===== src/rtl/mem_port_arbiter.sv =====
// mem_port_arbiter
// Round-robin front end that shares one mem_system between the instruction
// fetch port (I) and the data port (D). The winning request is latched and
// replayed on the downstream Rd/Wr handshake until Done. The result goes back
// to the winner as a one-cycle done pulse. A hung transaction is aborted with
// done+err after TIMEOUT_CYCLES cycles in BUSY.
module mem_port_arbiter #(
    parameter int unsigned TIMEOUT_CYCLES = 64
) (
    input  logic        clk,
    input  logic        rst_n,

    // Instruction-fetch requester
    input  logic [15:0] i_addr,
    input  logic [15:0] i_data_in,
    input  logic        i_rd,
    input  logic        i_wr,
    output logic [15:0] i_data_out,
    output logic        i_done,
    output logic        i_stall,
    output logic        i_cache_hit,
    output logic        i_err,

    // Data requester
    input  logic [15:0] d_addr,
    input  logic [15:0] d_data_in,
    input  logic        d_rd,
    input  logic        d_wr,
    output logic [15:0] d_data_out,
    output logic        d_done,
    output logic        d_stall,
    output logic        d_cache_hit,
    output logic        d_err,

    // Shared mem_system
    output logic [15:0] m_addr,
    output logic [15:0] m_data_in,
    output logic        m_rd,
    output logic        m_wr,
    input  logic [15:0] m_data_out,
    input  logic        m_done,
    input  logic        m_stall,
    input  logic        m_cache_hit,
    input  logic        m_err
);

    typedef enum logic [1:0] {
        IDLE  = 2'd0,
        BUSY  = 2'd1,
        DRAIN = 2'd2
    } state_t;

    typedef enum logic {
        PORT_I = 1'b0,
        PORT_D = 1'b1
    } port_t;

    // Per-port result registers returned to the requester.
    typedef struct packed {
        logic        done;
        logic        err;
        logic        hit;
        logic [15:0] data;
    } rsp_t;

    // Counter value seen in the last BUSY cycle before the abort.
    localparam logic [7:0] LAST_BUSY_CNT = 8'(TIMEOUT_CYCLES - 1);

    state_t      state_q,      state_d;
    port_t       grant_q,      grant_d;
    port_t       last_grant_q, last_grant_d;
    logic [7:0]  cnt_q,        cnt_d;
    logic [15:0] addr_q,       addr_d;
    logic [15:0] wdata_q,      wdata_d;
    logic        rd_q,         rd_d;
    logic        wr_q,         wr_d;
    rsp_t        i_rsp_q,      i_rsp_d;
    rsp_t        d_rsp_q,      d_rsp_d;

    logic        i_req;
    logic        d_req;
    port_t       winner;
    logic        win_rd;
    logic        win_wr;
    logic [15:0] win_addr;
    logic [15:0] win_data;

    // Completion event produced by the FSM and routed to one port.
    logic        fin_valid;
    port_t       fin_port;
    logic        fin_err;
    logic        fin_hit;
    logic        fin_capture;

    // m_stall is informational only; sequencing relies on m_done alone.
    logic        unused_m_stall;
    assign unused_m_stall = m_stall;

    assign i_req = i_rd | i_wr;
    assign d_req = d_rd | d_wr;

    // Arbitration: a lone requester wins, a tie goes to the port not served last.
    always_comb begin
        winner = PORT_I;
        if (i_req && d_req) begin
            winner = (last_grant_q == PORT_I) ? PORT_D : PORT_I;
        end else if (d_req) begin
            winner = PORT_D;
        end
    end

    assign win_rd   = (winner == PORT_D) ? d_rd      : i_rd;
    assign win_wr   = (winner == PORT_D) ? d_wr      : i_wr;
    assign win_addr = (winner == PORT_D) ? d_addr    : i_addr;
    assign win_data = (winner == PORT_D) ? d_data_in : i_data_in;

    // Next-state logic: grant and latch in IDLE, wait for Done or timeout in BUSY.
    always_comb begin
        // NOTE: every signal gets a default before the case so that no path
        // through this block leaves a value unassigned and infers a latch.
        state_d      = state_q;
        grant_d      = grant_q;
        last_grant_d = last_grant_q;
        cnt_d        = cnt_q;
        addr_d       = addr_q;
        wdata_d      = wdata_q;
        rd_d         = rd_q;
        wr_d         = wr_q;
        fin_valid    = 1'b0;
        fin_port     = grant_q;
        fin_err      = 1'b0;
        fin_hit      = 1'b0;
        fin_capture  = 1'b0;

        unique case (state_q)
            IDLE: begin
                rd_d = 1'b0;
                wr_d = 1'b0;
                if (i_req || d_req) begin
                    grant_d      = winner;
                    last_grant_d = winner;
                    cnt_d        = 8'd0;
                    addr_d       = win_addr;
                    wdata_d      = win_data;
                    if (win_rd && win_wr) begin
                        // Read and write together is rejected without touching memory.
                        state_d   = DRAIN;
                        fin_valid = 1'b1;
                        fin_port  = winner;
                        fin_err   = 1'b1;
                    end else begin
                        state_d = BUSY;
                        rd_d    = win_rd;
                        wr_d    = win_wr;
                    end
                end
            end

            BUSY: begin
                cnt_d = cnt_q + 8'd1;
                if (m_done) begin
                    state_d     = DRAIN;
                    rd_d        = 1'b0;
                    wr_d        = 1'b0;
                    fin_valid   = 1'b1;
                    fin_err     = m_err;
                    fin_hit     = m_cache_hit;
                    fin_capture = 1'b1;
                end else if (cnt_q == LAST_BUSY_CNT) begin
                    // Abort: report an error but keep the previous read data.
                    state_d   = DRAIN;
                    rd_d      = 1'b0;
                    wr_d      = 1'b0;
                    fin_valid = 1'b1;
                    fin_err   = 1'b1;
                end
            end

            DRAIN: begin
                rd_d    = 1'b0;
                wr_d    = 1'b0;
                state_d = IDLE;
            end

            default: begin
                rd_d    = 1'b0;
                wr_d    = 1'b0;
                state_d = IDLE;
            end
        endcase
    end

    // Response routing: done/err are single-cycle, hit/data hold until the next completion.
    always_comb begin
        i_rsp_d      = i_rsp_q;
        d_rsp_d      = d_rsp_q;
        i_rsp_d.done = 1'b0;
        i_rsp_d.err  = 1'b0;
        d_rsp_d.done = 1'b0;
        d_rsp_d.err  = 1'b0;
        if (fin_valid) begin
            if (fin_port == PORT_D) begin
                d_rsp_d.done = 1'b1;
                d_rsp_d.err  = fin_err;
                d_rsp_d.hit  = fin_hit;
                if (fin_capture) begin
                    d_rsp_d.data = m_data_out;
                end
            end else begin
                i_rsp_d.done = 1'b1;
                i_rsp_d.err  = fin_err;
                i_rsp_d.hit  = fin_hit;
                if (fin_capture) begin
                    i_rsp_d.data = m_data_out;
                end
            end
        end
    end

    // State and datapath registers; reset drops any downstream access at once.
    always_ff @(posedge clk or negedge rst_n) begin
        if (!rst_n) begin
            state_q      <= IDLE;
            grant_q      <= PORT_I;
            last_grant_q <= PORT_D;
            cnt_q        <= 8'd0;
            addr_q       <= 16'd0;
            wdata_q      <= 16'd0;
            rd_q         <= 1'b0;
            wr_q         <= 1'b0;
            i_rsp_q      <= '0;
            d_rsp_q      <= '0;
        end else begin
            // NOTE: non-blocking assignments make every register update from the
            // same pre-edge values, independent of statement order.
            state_q      <= state_d;
            grant_q      <= grant_d;
            last_grant_q <= last_grant_d;
            cnt_q        <= cnt_d;
            addr_q       <= addr_d;
            wdata_q      <= wdata_d;
            rd_q         <= rd_d;
            wr_q         <= wr_d;
            i_rsp_q      <= i_rsp_d;
            d_rsp_q      <= d_rsp_d;
        end
    end

    assign m_addr      = addr_q;
    assign m_data_in   = wdata_q;
    assign m_rd        = rd_q;
    assign m_wr        = wr_q;

    assign i_done      = i_rsp_q.done;
    assign i_err       = i_rsp_q.err;
    assign i_cache_hit = i_rsp_q.hit;
    assign i_data_out  = i_rsp_q.data;

    assign d_done      = d_rsp_q.done;
    assign d_err       = d_rsp_q.err;
    assign d_cache_hit = d_rsp_q.hit;
    assign d_data_out  = d_rsp_q.data;

    // A port stalls whenever it is requesting and is not being completed.
    assign i_stall = i_req & ~i_rsp_q.done;
    assign d_stall = d_req & ~d_rsp_q.done;

endmodule

===== config.mk =====
export PLATFORM = sky130hd
export DESIGN_NAME = mem_port_arbiter
export DESIGN_NICKNAME = d
export VERILOG_FILES = /design/src/rtl/mem_port_arbiter.sv
export SDC_FILE = /design/constraint.sdc
export NUM_CORES = 1
export LEC_CHECK = 0
export CORE_ASPECT_RATIO = 1.1
export CORE_UTILIZATION = 45
export CTS_CLUSTER_DIAMETER = 100
export DETAILED_ROUTE_END_ITERATION = 7
export PLACE_DENSITY = 0.85
export SLEW_MARGIN = 20
export SYNTH_ARGS = -nofsm -noshare
export SYNTH_HDL_FRONTEND = slang
export SYNTH_SLANG_ARGS = --single-unit

===== constraint.sdc =====
create_clock -name clk -period 5.2 [get_ports clk]
set_input_delay 0.52 -clock clk [delete_from_list [all_inputs] [get_ports clk]]
set_output_delay 0.52 -clock clk [all_outputs]
set_load 0.01 [all_outputs]

==> results by group, run 1 <==
Routing
  – Iteration count of the initial detailed-routing pass: 4
  – Iteration-0 DRC Markers: 97
  – Routed vias: 2937
  – Vias per std cell: 5.08
  – Post-detailed-route DRC marker count: 0
  – Total detailed-routing wirelength: 9240 um
  – Number of antenna-violating nets in the routed design: 0
  – Drt wl/cell: 16.0 um

CTS
  – Htree depth: 3
  – Number of buffers created by CTS: 9
  – Maximum count of clock buffers along a single path: 2
  – CTS sink count: 84
  – CTS root buffer: clkbuf_8
  – Clock edge transition at the registers on the reported setup and hold paths: 0.08 ns
  – TritonCTS clock tree: built
  – Count of hold-fix buffers inserted at cts: 0
  – Setup fix buffers added after clock tree synthesis: 0
  – Cts repair resizes: 0
  – Clock latency of the later-clocked register in the worst-skew pair: 0.33 ns

Global routing
  – Number of antenna violations at the first check in global routing: 0
  – Final global-route overflow total: 0
  – GRT Resource Usage Total: 0.223
  – Wire length of the first global-routing pass: 14700 um
  – Pin count of the biggest net entering global routing: 85
  – Via count of the first global-routing pass: 3103

Logic synthesis
  – Combinational family with the most area after synthesis: multiplexers
  – Net count of the mapped netlist: 396
  – Post-synthesis share of cell area spent on full adders, half adders and majority gates: 0.00337
  – Post-synthesis share of cell area spent on xor and xnor gates: 0.00472
  – Synth Cell Area: 3710 sq um
  – Compound-cell area share of the yosys netlist: 0.0980
  – Number of flip-flops and latches in the synthesized netlist: 84
  – Warnings from Yosys: 0
  – Cell type with the highest aggregate area in the netlist: dfrtp_1
  – Multiplexer fraction of the synthesized cell area: 0.210
  – Synthesized instance count: 305
  – Post-synthesis share of cell area spent on and, or, nand and nor gates: 0.0930
  – Leading post-synthesis cells by cell area: dfrtp_1, mux2i_1, mux2_4
  – Portion of the post-synthesis area used by sequential elements: 0.566
  – Synth Area per Inst: 12.2 sq um
  – Cell variety after synth: 40
  – Area share of the leading cell type in the synthesized netlist: 0.559

Layout
  – Area overhead of the layout relative to synthesis: 51.2%
  – Layout net count: 557
  – Most used cells in the layout excluding fill and tap cells: clkdlybuf4s50_1, dfrtp_1, o21ai_0
  – Number of standard cells in the layout, taps in and fillers out: 578
  – Most common library cell in the layout ignoring fill and taps: clkdlybuf4s50_1
  – Share of the core filled with cells in the final layout: 0.706
  – Fraction of layout cells with a size suffix above 1: 0.128
  – Antenna diode count: 0

Power
  – Total power after layout: 3.14 mW
  – Leakage dissipation: 2.42 nW
  – Worst IR Drop VDD: 0.000239 V
  – Power density over the cells: 560 nW/um^2

Timing
  – Max-slew violation count: 0
  – Clock Skew: 0.00767 ns
  – Part of the cycle the worst path needs: 0.595
  – Final setup margin: 2.11 ns
  – Crit path time final: 3.09 ns
  – Aggregate negative setup slack: 0 ns
  – Setup violators final: 0
  – Max-slew headroom at the worst pin: 0.306
  – Maximum operating frequency: 323 MHz
  – RSZ-0062 raised after global routing: no
  – Final hold vios: 0
  – Worst slew pin tran: 1.04 ns

Worst setup path
  – Buf/Inv on CP: 2
  – Largest stage delay on the critical path: 0.60 ns
  – Kind of end point of the critical path: flop
  – Critical Path RT: 5.42 ns
  – Critical Path Fanout Max: 34
  – Slowest-stage cell, CP: a21oi_4
  – Data arrival at the endpoint of the critical path: 3.31 ns
  – Ordered cell list for the critical path: clkdlybuf4s50_1 -> o21ai_1 -> o21ai_4 -> buf_4 -> or4_4 -> a21oi_4 -> mux2_2
  – Nature of the critical path startpoint: primary input
  – Classification of the worst setup path: primary input to flop
  – Cell class contributing the biggest share of worst-path delay: compound AO/OA/AOI/OAI gates

Hold path
  – Type of the tightest min-delay check: primary input to async pin

Floorplan
  – Starting density of the core: 0.467
  – Die width: 88.6 um
  – Total core area: 7960 sq um
  – Top-level port count: 164
  – Row cnt: 34
  – Area of the die: 8620 sq um
  – Vertical die dimension: 97.3 um

Flow run
  – Max-cap check violation count: 0

Place
  – I/O Buffers: 162
  – Placed cell count: 563
  – Final RePlAce weighted congestion: 0.816
  – Worst slack at placement: 1.75 ns
  – Detail Placement HPWL: 6870 um

Outcome
  – Run status: finished, final reports clean
[cell type report]
class	instances	area, sq um
fillers	578	2340
inverters	2	7.51
flip-flops and latches	84	2100
repair buffers	164	1640
clock inverters	4	48.8
multi-input cells	205	1530
well taps	108	135
clock buffers	11	151
[synthesized netlist by cell type, drive strengths merged]
| library cell | instances |
|---|---|
| a21boi | 2 |
| a21oi | 3 |
| a22o | 2 |
| a31oi | 2 |
| a32o | 1 |
| a32oi | 1 |
| and2 | 3 |
| and3 | 1 |
| and4 | 2 |
| buf | 5 |
| clkbuf | 9 |
| dfrtp | 83 |
| dfstp | 1 |
| ha | 1 |
| inv | 2 |
| mux2 | 34 |
| mux2i | 32 |
| nand2 | 39 |
| nand2b | 2 |
| nand3 | 6 |
| nand4 | 1 |
| nor2 | 11 |
| nor2b | 5 |
| nor3 | 2 |
| o211ai | 1 |
| o21a | 1 |
| o21ai | 44 |
| o21bai | 2 |
| o22ai | 2 |
| o31ai | 1 |
| or4 | 2 |
| xor2 | 2 |
[final timing paths]
check,from,to,slack (ns),cells after the start
max,i_rd,d_data_out[10],2.11,7
max reg2reg,last_grant_q,i_data_out[3],2.51,5
min in group clk,m_addr[11],m_addr[11],0.48,2
min,rst_n,i_data_out[2],0.23,1
min reg2reg,m_addr[11],m_addr[11],0.48,2
max in group asynchronous,rst_n,cnt_q[5],4.46,1
[registers in the layout, indices dropped and copies added, names as in the netlist]
name          count
grant_q           1
i_data_out       16
d_done            1
i_cache_hit       1
i_err             1
m_addr           16
d_err             1
cnt_q             8
d_data_out       16
m_data_in        16
m_rd              1
last_grant_q      1
m_wr              1
state_q           2
d_cache_hit       1
i_done            1
[kinds of logic (layout without fill, tap and decap cells)]
| group | count (synthesis) | count (layout) |
|---|---|---|
| XOR/XNOR | 2 | 2 |
| adder cells (fa/ha/maj) | 1 | 1 |
| buffers and inverters | 16 | 181 |
| AO/OA/AOI/OAI | 62 | 62 |
| flip-flops | 84 | 84 |
| AND/OR/NAND/NOR | 74 | 74 |
| multiplexers | 66 | 66 |
[through the flow]
| step | hold slack (ns) | cell area (sq um) |
|---|---|---|
| floorplan | 0.224 | 3710 |
| global placement | 0.460 | 5410 |
| detailed placement | 0.469 | 5410 |
| CTS | 0.387 | 5610 |
| global route | 0.267 | 5620 |
| finish | 0.228 | 5620 |
[per-layer routing]
| metal | part of all wire | GRT usage | vias up |
|---|---|---|---|
| met1 | 0.39 | 0.245 | 1420 |
| met2 | 0.53 | 0.409 | 118 |
| li1 | - | - | 1391 |
| met3 | 0.071 | 0.0612 | 8 |
| met5 | 0 | 0 | - |
| met4 | 0.0097 | 0.0608 | 0 |
[power breakdown]
part / internal (mW) / total, mW / switching, mW
Sequential: 0.958 / 1.14 / 0.181
Clock: 0.245 / 0.461 / 0.216
Combinational: 0.876 / 1.55 / 0.669
Total: 2.08 / 3.14 / 1.07
Note: power is estimated with default switching activity, not from simulation.
==> inputs of run 2 (changes only) <==
--- a/config.mk
+++ b/config.mk
@@ -6,10 +6,10 @@
 export NUM_CORES = 1
 export LEC_CHECK = 0
 export CORE_ASPECT_RATIO = 1.1
-export CORE_UTILIZATION = 45
+export CORE_UTILIZATION = 38
 export CTS_CLUSTER_DIAMETER = 100
 export DETAILED_ROUTE_END_ITERATION = 7
-export PLACE_DENSITY = 0.85
+export PLACE_DENSITY = 0.77
 export SLEW_MARGIN = 20
 export SYNTH_ARGS = -nofsm -noshare
 export SYNTH_HDL_FRONTEND = slang
==> constraint.sdc (replaced) <==
create_clock -name clk -period 2.5 [get_ports clk]
set_input_delay 0.25 -clock clk [delete_from_list [all_inputs] [get_ports clk]]
set_output_delay 0.25 -clock clk [all_outputs]
set_load 0.01 [all_outputs]
==> run 2 against run 1 <==
Against the previous run:
- register-to-register slack lost 2.2 ns
- worst setup slack lost 1.8 ns
- clock skew up 0.0019 ns
- combinational power grew 110%
- hold slack worse by 0.24 ns
- clock-buffer cell count down 2
- wire length decreased by 1.5%
- power is 110% higher
- sequential share of layout area fell by 0.93 points
- the run now ends with negative hold slack left
==> results by group, run 2 (synthesis gave the netlist of run 1 again) <==
Outcome
  – Run status: finished with violations
  – Failing checks: negative hold slack

Global routing
  – Final global-route overflow total: 0 (unchanged)
  – Wire length of the first global-routing pass: 14500 um (-0.99%)
  – Number of antenna violations at the first check in global routing: 0 (unchanged)
  – GRT Resource Usage Total: 0.186 (-0.0366)
  – Pin count of the biggest net entering global routing: 69 (-19%)
  – Via count of the first global-routing pass: 3091 (-0.39%)

CTS
  – Cts repair resizes: 0 (unchanged)
  – TritonCTS clock tree: built
  – Count of hold-fix buffers inserted at cts: 0 (unchanged)
  – Number of buffers created by CTS: 9 (unchanged)
  – CTS sink count: 84 (unchanged)
  – Clock latency of the later-clocked register in the worst-skew pair: 0.36 ns (+0.03 ns)
  – Maximum count of clock buffers along a single path: 2 (unchanged)
  – Htree depth: 3 (unchanged)
  – Clock edge transition at the registers on the reported setup and hold paths: 0.09 ns (about the same)
  – Setup fix buffers added after clock tree synthesis: 0 (unchanged)
  – CTS root buffer: clkbuf_8

Timing
  – Max-slew violation count: 0 (unchanged)
  – RSZ-0062 raised after global routing: no
  – Clock Skew: 0.00959 ns (+0.00192 ns)
  – Maximum operating frequency: 459 MHz
  – Final setup margin: 0.322 ns (-1.79 ns)
  – Hold slack: -0.0132 ns (-0.242 ns)
  – Part of the cycle the worst path needs: 0.871
  – Crit path time final: 2.18 ns
  – Max-slew headroom at the worst pin: 0.436 (+0.130)
  – Worst slew pin tran: 0.846 ns (-0.190 ns)
  – Setup violators final: 0 (unchanged)
  – Aggregate negative setup slack: 0 ns (unchanged)
  – Final hold vios: 12 (+12)

Routing
  – Iteration-0 DRC Markers: 104 (+7.2%)
  – Routed vias: 2961 (+0.82%)
  – Total detailed-routing wirelength: 9100 um (-1.5%)
  – Wire length on met3: 814 um (+24%)
  – Post-detailed-route DRC marker count: 0 (unchanged)
  – Met1 Wirelength: 3710 um (+2.5%)
  – Vias per std cell: 4.92 (-3.2%)
  – Drt wl/cell: 15.1 um (-5.4%)
  – Number of antenna-violating nets in the routed design: 0 (unchanged)
  – DR WL met2: 4420 um (-9.4%)
  – Iteration count of the initial detailed-routing pass: 4 (unchanged)
  – Top routing layer used: met4

Place
  – Placed cell count: 586 (+4.1%)
  – Detail Placement HPWL: 6700 um (-2.4%)
  – Worst slack at placement: 0.0677 ns (-1.68 ns)
  – Final RePlAce weighted congestion: 0.840 (+3.0%)
  – I/O Buffers: 162 (unchanged)
  – Instance area at placement: 5550 sq um (+2.6%)

Power
  – Total power after layout: 6.61 mW (+110%)
  – Leakage dissipation: 2.49 nW (+2.9%)
  – Power density over the cells: 1150 nW/um^2 (+100%)
  – Worst IR Drop VDD: 0.000378 V (+59%)

Worst setup path
  – Classification of the worst setup path: flop to flop
  – Data arrival at the endpoint of the critical path: 2.42 ns (-0.89 ns)
  – Nature of the critical path startpoint: flop
  – Critical Path Fanout Max: 5 (-85%)
  – Critical Path RT: 2.74 ns (-2.68 ns)
  – Kind of end point of the critical path: flop

Layout
  – Most common library cell in the layout ignoring fill and taps: clkdlybuf4s50_1
  – Area overhead of the layout relative to synthesis: 55.1%
  – Layout net count: 571 (+2.5%)
  – Antenna diode count: 0 (unchanged)
  – Most used cells in the layout excluding fill and tap cells: clkdlybuf4s50_1, dfrtp_1, o21ai_0
  – Design Area, Final: 5760 sq um (+2.5%)
  – Fraction of layout cells with a size suffix above 1: 0.155 (+0.0270)
  – Number of standard cells in the layout, taps in and fillers out: 602 (+4.2%)
  – Number of fill cells in the layout: 775 (+34%)
  – Share of the core filled with cells in the final layout: 0.610 (-0.0962)

Floorplan
  – Starting density of the core: 0.393 (-0.0736)
  – Row cnt: 37 (+8.8%)
  – Vertical die dimension: 106 um (+8.6%)
  – Area of the die: 10200 sq um (+18%)
  – Die width: 96.3 um (+8.6%)
  – Top-level port count: 164 (unchanged)
  – Total core area: 9440 sq um (+19%)

Flow run
  – Max-cap check violation count: 0 (unchanged)

Hold path
  – Type of the tightest min-delay check: primary input to async pin
-- run 2: cell types whose count changed in the layout (fill, tap and decap cells not counted) --
cell        change
inv_6           +4
buf_6           -1
clkbuf_8        -2
clkinvlp_4      +1
clkinv_2        -2
buf_12          +2
buf_4          +13
-- run 2: worst max-delay path, cell delays in order (launching register included) --
cell and delay, ns:
dfstp_2 0.57, o21bai_1 0.11, a32oi_1 0.13, or4_4 0.54, a21boi_0 0.24, buf_4 0.16
mux2_2 0.32
-- run 2: cell type report --
type	count	area, sq um	share of cell area
flip-flops and latches	84	2100	0.365
repair buffers	178	1760	0.306
multi-input cells	205	1530	0.266
well taps	117	146	0.0254
clock buffers	9	124	0.0215
clock inverters	7	81.3	0.0141
inverters	2	7.51	0.00130
-- run 2: layer usage --
metal,global-route usage,vias up
met1,0.219,1408
met5,0,-
met2,0.314,111
li1,-,1427
met3,0.0483,15
met4,0.0810,0
-- run 2: final timing paths --
kind / start / to / slack, ns / cells past startpoint
max: last_grant_q / d_cache_hit / 0.32 / 6
min: rst_n / m_addr[14] / -0.01 / 1
max reg2reg: last_grant_q / d_cache_hit / 0.32 / 6
min reg2reg: m_data_in[12] / m_data_in[12] / 0.49 / 2
max in group asynchronous: rst_n / m_addr[5] / 1.77 / 2
min in group clk: m_data_in[12] / m_data_in[12] / 0.49 / 2
-- run 2: report_power, final --
group          total, mW  internal [mW]  switching [mW]
combinational       3.27           1.88            1.39
clock              0.999          0.477           0.522
sequential          2.34           1.99           0.350
